### src/rtl/fetch_sequencer.sv
// fetch_sequencer: MIPS IF-stage PC sequencing, imem handshake, one-entry skid buffer, redirect flush.
// Optional FETCH_TIMEOUT_EN builds the wait counter and sticky fetch_timeout flag.
module fetch_sequencer #(
  parameter logic [31:0] RESET_PC = 32'h0000_0000,
  parameter int MAX_WAIT = 15
) (
  input  logic        clk,
  input  logic        reset,
  input  logic        stall,
  input  logic        branch_taken,
  input  logic [31:0] branch_target,
  input  logic        jump,
  input  logic [31:0] jump_target,
  output logic        imem_req,
  output logic [31:0] imem_addr,
  input  logic        imem_ready,
  input  logic [31:0] imem_rdata,
  output logic [31:0] pc,
  output logic [31:0] inst,
  output logic [31:0] inst_pc,
  output logic        inst_valid,
  output logic        fetch_timeout
);
  localparam logic [1:0] IDLE = 2'd0, FETCH = 2'd1, HOLD = 2'd2, DRAIN = 2'd3;
  logic [1:0] state;
  logic [31:0] drain_addr, skid_data, skid_pc, target;
  logic skid_valid, redirect;
  assign redirect = branch_taken | jump;
  assign target = (branch_taken ? branch_target : jump_target) & 32'hFFFF_FFFC;
  assign imem_req = state == FETCH || state == DRAIN;
  // DRAIN keeps the abandoned request's address stable until memory answers
  assign imem_addr = state == DRAIN ? drain_addr : pc;
  always_ff @(posedge clk or negedge reset)
    if (!reset) begin
      state <= IDLE;
      pc <= RESET_PC;
      drain_addr <= '0;
      skid_data <= '0;
      skid_pc <= '0;
      skid_valid <= 1'b0;
      inst <= '0;
      inst_pc <= '0;
      inst_valid <= 1'b0;
    end else begin
      case (state)
        IDLE: begin
          state <= FETCH;
          if (redirect) begin
            pc <= target;
            inst_valid <= 1'b0;
            skid_valid <= 1'b0;
          end
        end
        FETCH:
          if (redirect) begin
            pc <= target;
            inst_valid <= 1'b0;
            skid_valid <= 1'b0;
            if (!imem_ready) begin
              state <= DRAIN;
              drain_addr <= pc;
            end
          end else if (imem_ready) begin
            pc <= pc + 32'd4;
            if (stall) begin
              skid_data <= imem_rdata;
              skid_pc <= pc;
              skid_valid <= 1'b1;
              state <= HOLD;
            end else begin
              inst <= imem_rdata;
              inst_pc <= pc;
              inst_valid <= 1'b1;
            end
          end
        HOLD:
          if (redirect) begin
            pc <= target;
            inst_valid <= 1'b0;
            skid_valid <= 1'b0;
            state <= FETCH;
          end else if (!stall) begin
            inst <= skid_data;
            inst_pc <= skid_pc;
            inst_valid <= skid_valid;
            skid_valid <= 1'b0;
            state <= FETCH;
          end
        default: begin
          if (redirect) pc <= target;
          if (imem_ready) state <= FETCH;
        end
      endcase
    end
`ifdef FETCH_TIMEOUT_EN
  localparam int CW = $clog2(MAX_WAIT + 1);
  logic [CW-1:0] wait_cnt;
  always_ff @(posedge clk or negedge reset)
    if (!reset) begin
      wait_cnt <= '0;
      fetch_timeout <= 1'b0;
    end else if (imem_req) begin
      if (imem_ready) wait_cnt <= '0;
      else begin
        if (wait_cnt != CW'(MAX_WAIT)) wait_cnt <= wait_cnt + CW'(1);
        if (wait_cnt == CW'(MAX_WAIT - 1)) fetch_timeout <= 1'b1;
      end
    end
`else
  // MAX_WAIT only matters when the counter is built; this expression is constant 0
  assign fetch_timeout = MAX_WAIT < 0;
`endif
endmodule

### config.mk
export PLATFORM = sky130hd
export DESIGN_NAME = fetch_sequencer
export DESIGN_NICKNAME = d
export VERILOG_FILES = /design/src/rtl/fetch_sequencer.sv
export SDC_FILE = /design/constraint.sdc
export NUM_CORES = 1
export LEC_CHECK = 0
export CAP_MARGIN = 20
export CORE_MARGIN = 5
export CORE_UTILIZATION = 45
export DETAILED_ROUTE_END_ITERATION = 7
export GPL_ROUTABILITY_DRIVEN = 0
export PLACE_DENSITY = 0.74
export SKIP_CTS_REPAIR_TIMING = 1
export SLEW_MARGIN = 20
export SYNTH_ARGS = -nofsm -noshare
export SYNTH_HDL_FRONTEND = slang
export SYNTH_SLANG_ARGS = --single-unit
### constraint.sdc
create_clock -name clk -period 2.7 [get_ports clk]
set_input_delay 0.675 -clock clk [delete_from_list [all_inputs] [get_ports clk]]
set_output_delay 0.675 -clock clk [all_outputs]
set_load 0.1 [all_outputs]
# Word-level counts from Yosys, hierarchy flattened
# Index checks and enable logic that the tools add are counted.
dict set report totals {
  reg_bits 196
  latch_bits 0
  ram_bits 0
  romBits 0
  in_bits 102
  wordCells 80
  mem_count 0
}
dict set report classes {
  add_sub_neg 1
  multipliers 0
  div_mod_pow 0
  magnitude_cmp 0
  eq_ne 14
  shift 0
  mux 39
  bitwise 3
  reduce_logical 14
}
# cell n
set op_table {}
lappend op_table {{$mux 32} 16}
lappend op_table {{$pmux 32 s2} 2}
lappend op_table {{$add 32x3->32 const B} 1}
lappend op_table {{$ne 3x3->1 const B} 5}
lappend op_table {{$reduce_and 5->1} 3}
lappend op_table {{$mux 2} 7}
lappend op_table {{$ne 2x2->1 const B} 6}
lappend op_table {{$mux 1} 11}
lappend op_table {{$pmux 1 s3} 2}
lappend op_table {{$pmux 2 s3} 1}
lappend op_table {{$reduce_and 6->1} 1}
lappend op_table {{$reduce_bool 2->1} 3}
lappend op_table {{$eq 2x2->1 const B} 2}
lappend op_table {{$reduce_and 4->1} 1}
lappend op_table {{$reduce_bool 4->1} 1}
lappend op_table {{$reduce_and 3->1} 1}
lappend op_table {{$reduce_bool 3->1} 1}
lappend op_table {{$eq 2x1->1 const B} 1}
lappend op_table {{$logic_not 2->1} 1}
lappend op_table {{$not 1->1} 2}
lappend op_table {{$reduce_and 2->1} 1}
lappend op_table {{$logic_or 1x1->1} 1}
lappend op_table {{$or 1x1->1} 1}

# Logic depth before layout (Yosys ltp)
# Gate-level depths: netlist of run 1.
dict set report logic_depth {
  word_depth 4
  ltp_mapped 10
}

# Worst setup path after synthesis of run 1
# Ideal clock, no wire load.
dict set report synth_timing {
  kind {reg-to-output}
  from {reg pc[29]}
  to {out imem_addr[29]}
  t_arrival_ns 3.360
  t_required_ns 2.025
  setup_slack_ns -1.335
  stages_incl_launch_ff 3
  n_path_buf 0
  cell_sequence {dfrtp_1 -> inv_1 -> o21ai_0}
}
dict set report synth_between {
  elab_chain_len 1
}
# element line
set synth_lines {}
lappend synth_lines {{start: declaration} 18} ;# output logic [31:0] pc,
lappend synth_lines {{start signal: assignment} 49} ;# pc <= target;
lappend synth_lines {{start signal: assignment} 56} ;# pc <= target;
lappend synth_lines {{start signal: assignment} 64} ;# pc <= pc + 32'd4;
lappend synth_lines {{$mux 32} 32} ;# assign imem_addr = state == DRAIN ? drain_addr : pc;
lappend synth_lines {{end: declaration} 15} ;# output logic [31:0] imem_addr,
# Every way passes these cells.

# Worst setup path after layout of run 1
dict set report layout_timing {
  from {reg state[1]}
  to {out imem_addr[17]}
}
dict set report layout_between {
  elab_chain_len 2
}
# element line
set layout_lines {}
lappend layout_lines {{start: declaration} 25} ;# logic [1:0] state;
lappend layout_lines {{start signal: assignment} 35} ;# state <= IDLE;
lappend layout_lines {{start signal: assignment} 47} ;# state <= FETCH;
lappend layout_lines {{start signal: assignment} 60} ;# state <= DRAIN;
lappend layout_lines {{$eq 2x2->1} 32}
lappend layout_lines {{$mux 32} 32}
# Every way passes these cells.

==> results.md, run 1 <==
- Status: completed
- Drc violations: 0
- Register Area: 0.00470 sq mm
- Commonest cells after routing, fill and taps aside: dfrtp_1, buf_4, mux2_2, clkdlybuf4s50_1, nor2_1
- Final wirelength: between 20 and 25 mm
- Async set or reset register ratio after synthesis: 100%
- Mean Syn Cell Area: around 11 sq um
- Starting Density: roughly 46%
- Crit path DAT: approximately 1900 ps
- Post-DRT Antenna Nets: 0
- Grt ovf: 0
- Drt wl/cell: 18.8 um
- Final Cycle Share: a little over nine tenths
- Drt initial violations: roughly 420
- Vias/cell: approximately 5.5
- Critical path type: flop to output pin
- PnR worst setup slack: between 150 and 200 ps
- Clock tree buffer depth: 2
- Antenna violations before repair: 0
- Pre-antenna DRT Iters: 5
- Share of cells above drive strength 1: between 20 and 30%
- Port Buf Inserts: between 200 and 250
- Final core occ: 61.9%
- Worst slew pin tran: between 500 and 600 ps
- First-pass GRT wire length: approximately 40 mm
- Layout fillers: 1654
- Multi-input gate area: around 0.0042 sq mm
- Yosys warnings: 0
- Critical Path Sink Type: output pin
- WL met1: roughly 11 mm
- Htree depth: 4
- Setup Skew: approximately 15 ps
- Crit path required time: roughly 2000 ps
- Crit Path Max Fanout: 24
- Final Max Slew Viols: 0
- Max cap viols: 0
- Worst slack at placement: ~17 ps
- RSZ-0062 raised after global routing: false
- Startpoint Class: flop
- Metal3 WL: 1.98 mm
- CTS Root Cell: clkbuf_16
- Syn Inst Count: 831
- Number of buffers created by CTS: 17
- Slew margin rel.: a little under two thirds
- Final Setup Violations: 0
- Synthesized area: between 0.009 and 0.01 sq mm
- Number of global-route vias before repair: 7258
- Syn-to-layout area delta: 35.8%
- Final Critical Period: between 2000 and 3000 ps
- # IOs: between 200 and 250
- Die width: 153 um
- Register area share after synthesis: between 50% and 60%
- Clk_lat worst skew: around 430 ps
- Worst-path clk slew: around 70 ps
- Largest net degree at the start of global routing: 77
- Clock sinks: roughly 190
- DIE HEIGHT: roughly 150 um
- Gr usage total: about a fifth
- Vias post-DR: 7291
- Final net count: ~1100
- EDFF count, synth: 0
- Fmax: about 400 MHz
- Library cells used by synthesis: 60
- Die Area: 0.0234 sq mm
- Core ar.: 0.0202 sq mm
- Fin. Hold Viols: 0
- Hpwl dp: 17.9 mm
- Yosys reg bits: 188
- Main synth FF type: dfrtp_1
- Worst hold-check path type: primary input to asynchronous set/reset pin
- Top layer reached by signal wires: met4
- R2R cell count: 7
- Diode count: 0
- CTS tree: built
- Metal2 WL: roughly 12 mm
- Most common cell after layout, fill and taps aside: dfrtp_1
- Standard-cell rows: 52
-- final cells by class --
class	count	share of cell area, %
Clock inverter	14	1.01
Inverter	7	0.211
Clock buffer	18	3.52
Sequential cell	188	37.7
Timing Repair Buffer	254	21.4
Multi-Input combinational cell	572	33.5
Tap cell	270	2.71
-- per-layer routing --
layer,up-vias,global-route usage (%)
li1,3383,-
met1,3605,27.9
met2,274,34.4
met3,29,6.76
met4,0,5.05
met5,-,0
-- critical path, cell delays in order (launching register included) --
cell and delay [ps]:
dfrtp_1 410, ha_2 230, buf_12 200, mux2_2 400
buf_12 170
-- stage by stage --
| stage | instances | setup TNS, ps | instance area (sq um) | hold WS [ps] |
|---|---|---|---|---|
| 2_1_floorplan | 837 | -74.9 | 9220 | 379 |
| 3_3_place_gp | 1291 | 0 | 11900 | 464 |
| 3_5_place_dp | 1291 | 0 | 11900 | 481 |
| 4_1_cts | 1323 | 0 | 12500 | 253 |
| 5_1_grt | 1323 | 0 | 12500 | 279 |
| 6_report | 1323 | 0 | 12500 | 247 |
-- synthesized netlist by cell type, types with 4 or more instances --
master | instances | area share (%)
dfrtp_1 | 188 | 51
mux2_2 | 107 | 13
nor2_1 | 94 | 3.8
a21oi_1 | 88 | 4.8
mux2i_1 | 67 | 7.3
nand2_1 | 45 | 1.8
clkbuf_1 | 31 | 1.3
o21ai_0 | 30 | 1.6
buf_2 | 19 | 1.0
mux2_1 | 17 | 2.1
a211oi_1 | 10 | 0.82
nand4_1 | 10 | 0.68
and3_1 | 8 | 0.54
buf_1 | 8 | 0.33
a311oi_1 | 7 | 0.67
buf_4 | 7 | 0.57
nand3_1 | 7 | 0.38
inv_1 | 6 | 0.25
nor3_1 | 6 | 0.33
o22ai_1 | 6 | 0.41
ha_1 | 5 | 0.68
nand2b_1 | 4 | 0.27
-- registers in the layout, summed over array words and instances (netlist names) --
name / flops
drain_addr: 30
inst: 32
inst_pc: 30
inst_valid: 1
pc: 30
skid_data: 32
skid_pc: 30
skid_valid: 1
state: 2
-- worst paths after layout --
| check | from | end | slack [ps] |
|---|---|---|---|
| max | state[1]$_DFFE_PN0P_ | imem_addr[17] | 170 |
| min | reset | skid_data[13]$_DFFE_PN0P_ | 250 |
| max reg2reg | state[1]$_DFFE_PN0P_ | skid_data[29]$_DFFE_PN0P_ | 410 |
| min reg2reg | skid_pc[8]$_DFFE_PN0P_ | skid_pc[8]$_DFFE_PN0P_ | 490 |
| max in group asynchronous | reset | drain_addr[26]$_DFFE_PN0P_ | 1710 |
| min in group clk | skid_pc[8]$_DFFE_PN0P_ | skid_pc[8]$_DFFE_PN0P_ | 490 |
-- logic make-up after synthesis --
| logic type | synth area share (%) |
|---|---|
| AND/OR/NAND/NOR | 10.5 |
| multiplexers | 22.5 |
| flip-flops | 51.2 |
| AO/OA/AOI/OAI | 10.9 |
| buffers and inverters | 4.11 |
| adder cells (fa/ha/maj) | 0.681 |
| other | 0.0408 |
| XOR/XNOR | 0.0954 |
Power of run 1 is not shown: default switching activity piles up to over one toggle a cycle in this logic, so the estimate is an artifact.
==> inputs of run 2 (changes only) <==
--- a/config.mk
+++ b/config.mk
@@ -10,6 +10,7 @@
 export CORE_UTILIZATION = 45
 export DETAILED_ROUTE_END_ITERATION = 7
 export GPL_ROUTABILITY_DRIVEN = 0
+export HOLD_SLACK_MARGIN = 0.08
 export PLACE_DENSITY = 0.74
 export SKIP_CTS_REPAIR_TIMING = 1
 export SLEW_MARGIN = 20
==> results of run 2 <==
No change in the layout: final DEF, timing and power equal those of run 1.
Power of run 2 is left out for the same reason.
==> inputs of run 3 (changes only) <==
--- a/config.mk
+++ b/config.mk
@@ -6,7 +6,6 @@
 export NUM_CORES = 1
 export LEC_CHECK = 0
 export CAP_MARGIN = 20
-export CORE_MARGIN = 5
 export CORE_UTILIZATION = 45
 export DETAILED_ROUTE_END_ITERATION = 7
 export GPL_ROUTABILITY_DRIVEN = 0
==> results.md, run 3 (same netlist as run 1, synthesis figures left out) <==
- Critical path type: flop to output pin
- Fmax: between 300 and 400 MHz
- Critical Path Sink Type: output pin
- Worst hold-check path type: primary input to asynchronous set/reset pin
- Pre-antenna DRT Iters: 6
- Crit Path Max Fanout: 24
- Syn-to-layout area delta: 36.1%
- Final Setup Violations: 0
- # IOs: 233
- CP bufs+invs: 2
- Final Max Slew Viols: 0
- Port Buf Inserts: between 200 and 250
- Fin. Hold Viols: 0
- Antenna violations before repair: 1
- Clk_lat worst skew: approximately 430 ps
- Worst-path clk slew: about 70 ps
- CP Depth: 4
- Number of global-route vias before repair: 7120
- Vias/cell: 5.54
- CTS Root Cell: clkbuf_16
- CTS tree: built
- Crit-path slowest cell: dfrtp_1
- Standard-cell rows: roughly 50
- Vias post-DR: 7308
- Startpoint Class: flop
- Final net count: around 1100
- PnR worst setup slack: ~140 ps
- Starting Density: 46.6%
- Share of cells above drive strength 1: ~30%
- R2R cell count: 8
- Regs by FF count: inst (32), skid_data (32)
- Max cap viols: 0
- Drc violations: 0
- Worst slack at placement: 0.523 ps
- Crit path required time: a little over 2000 ps
- RR Startpoint: state[1]$_DFFE_PN0P_
- Final wirelength: about 24 mm
- Post-DRT Antenna Nets: 0
- RSZ-0062 raised after global routing: false
- CP top delay family: buffers and inverters
- Core ar.: approximately 0.020 sq mm
- Crit path cell chain: ha_2 -> buf_6 -> mux2_2 -> buf_12
- Hpwl dp: approximately 17 mm
- Critical path startpoint: state[1]$_DFFE_PN0P_
- Most common cell after layout, fill and taps aside: dfrtp_1
- Setup Skew: around 11 ps
- Clock sinks: between 150 and 200
- Htree depth: 4
- Die Area: ~0.021 sq mm
- Status: completed
- Final Critical Period: 2560 ps
- Largest net degree at the start of global routing: 55
- Grt ovf: 0
- Final Cycle Share: ~95%
- Commonest cells after routing, fill and taps aside: dfrtp_1, buf_4, mux2_2, clkdlybuf4s50_1, nor2_1
- CP peak stage delay: ~410 ps
- DIE HEIGHT: between 100 and 150 um
- Final core occ: ~63%
- Number of buffers created by CTS: 17
- Drt wl/cell: approximately 19 um
- Gr usage total: 24.0%
- Drt initial violations: ~460
- First-pass GRT wire length: roughly 38 mm
- Die width: around 140 um
- Clock tree buffer depth: 2
- Crit path DAT: 1890 ps
## run 3: changes by cell type in the layout (fill, tap and decap cells not counted)
cell,delta
buf_6,+1
bufinv_16,+1
clkbuf_8,+1
clkinv_2,+1
clkinv_4,-1
clkinv_8,-1
diode_2,+1
inv_6,-1
## run 3: per-layer routing
layer  GRT usage (%)  up-vias  part of all wire (%)
met4            6.37        0                   1.4
met1            31.0     3607                    43
met2            39.3      288                    48
met5               0        -                     0
li1                -     3381                     -
met3            7.04       32                   7.7
## run 3: area by class of cell
class                   count  area [sq um]
well taps                 265           332
fillers                  1588          7220
diodes                      1          2.50
multi-input cells         572          4180
clock buffers              19           453
flip-flops and latches    188          4700
repair buffers            255          2680
inverters                   7          26.3
clock inverters            13           128
## run 3: through the flow
| stage | instance area [sq um] | TNS [ps] | hold slack (ps) | instances |
|---|---|---|---|---|
| finish | 12500 | 0 | 177 | 1320 |
| global route | 12500 | 0 | 190 | 1319 |
| CTS | 12500 | 0 | 175 | 1319 |
| detailed placement | 11900 | 0 | 481 | 1287 |
| global placement | 11900 | 0 | 462 | 1287 |
| floorplan | 9220 | -74.9 | 379 | 837 |
## run 3: worst register-to-register path, stage by stage, from the launching register on
cell and delay (ps):
dfrtp_1 430, inv_1 120, ha_1 390, nand2_1 400, a211oi_4 410, buf_12 170
buf_4 230, nor2_1 70, a21oi_1 130
## run 3: path summary, 6_finish.rpt
| check | endpoint | slack [ps] |
|---|---|---|
| worst max-delay path | imem_addr[19] | 140 |
| worst min-delay path | skid_data[14]$_DFFE_PN0P_ | 180 |
| worst max register to register | inst_pc[22]$_DFFE_PN0P_ | 270 |
| worst min register to register | skid_data[15]$_DFFE_PN0P_ | 490 |
| max in group asynchronous | inst[5]$_DFFE_PN0P_ | 1880 |
| min in group clk | skid_data[15]$_DFFE_PN0P_ | 490 |
Power of run 3 is left out for the same reason.
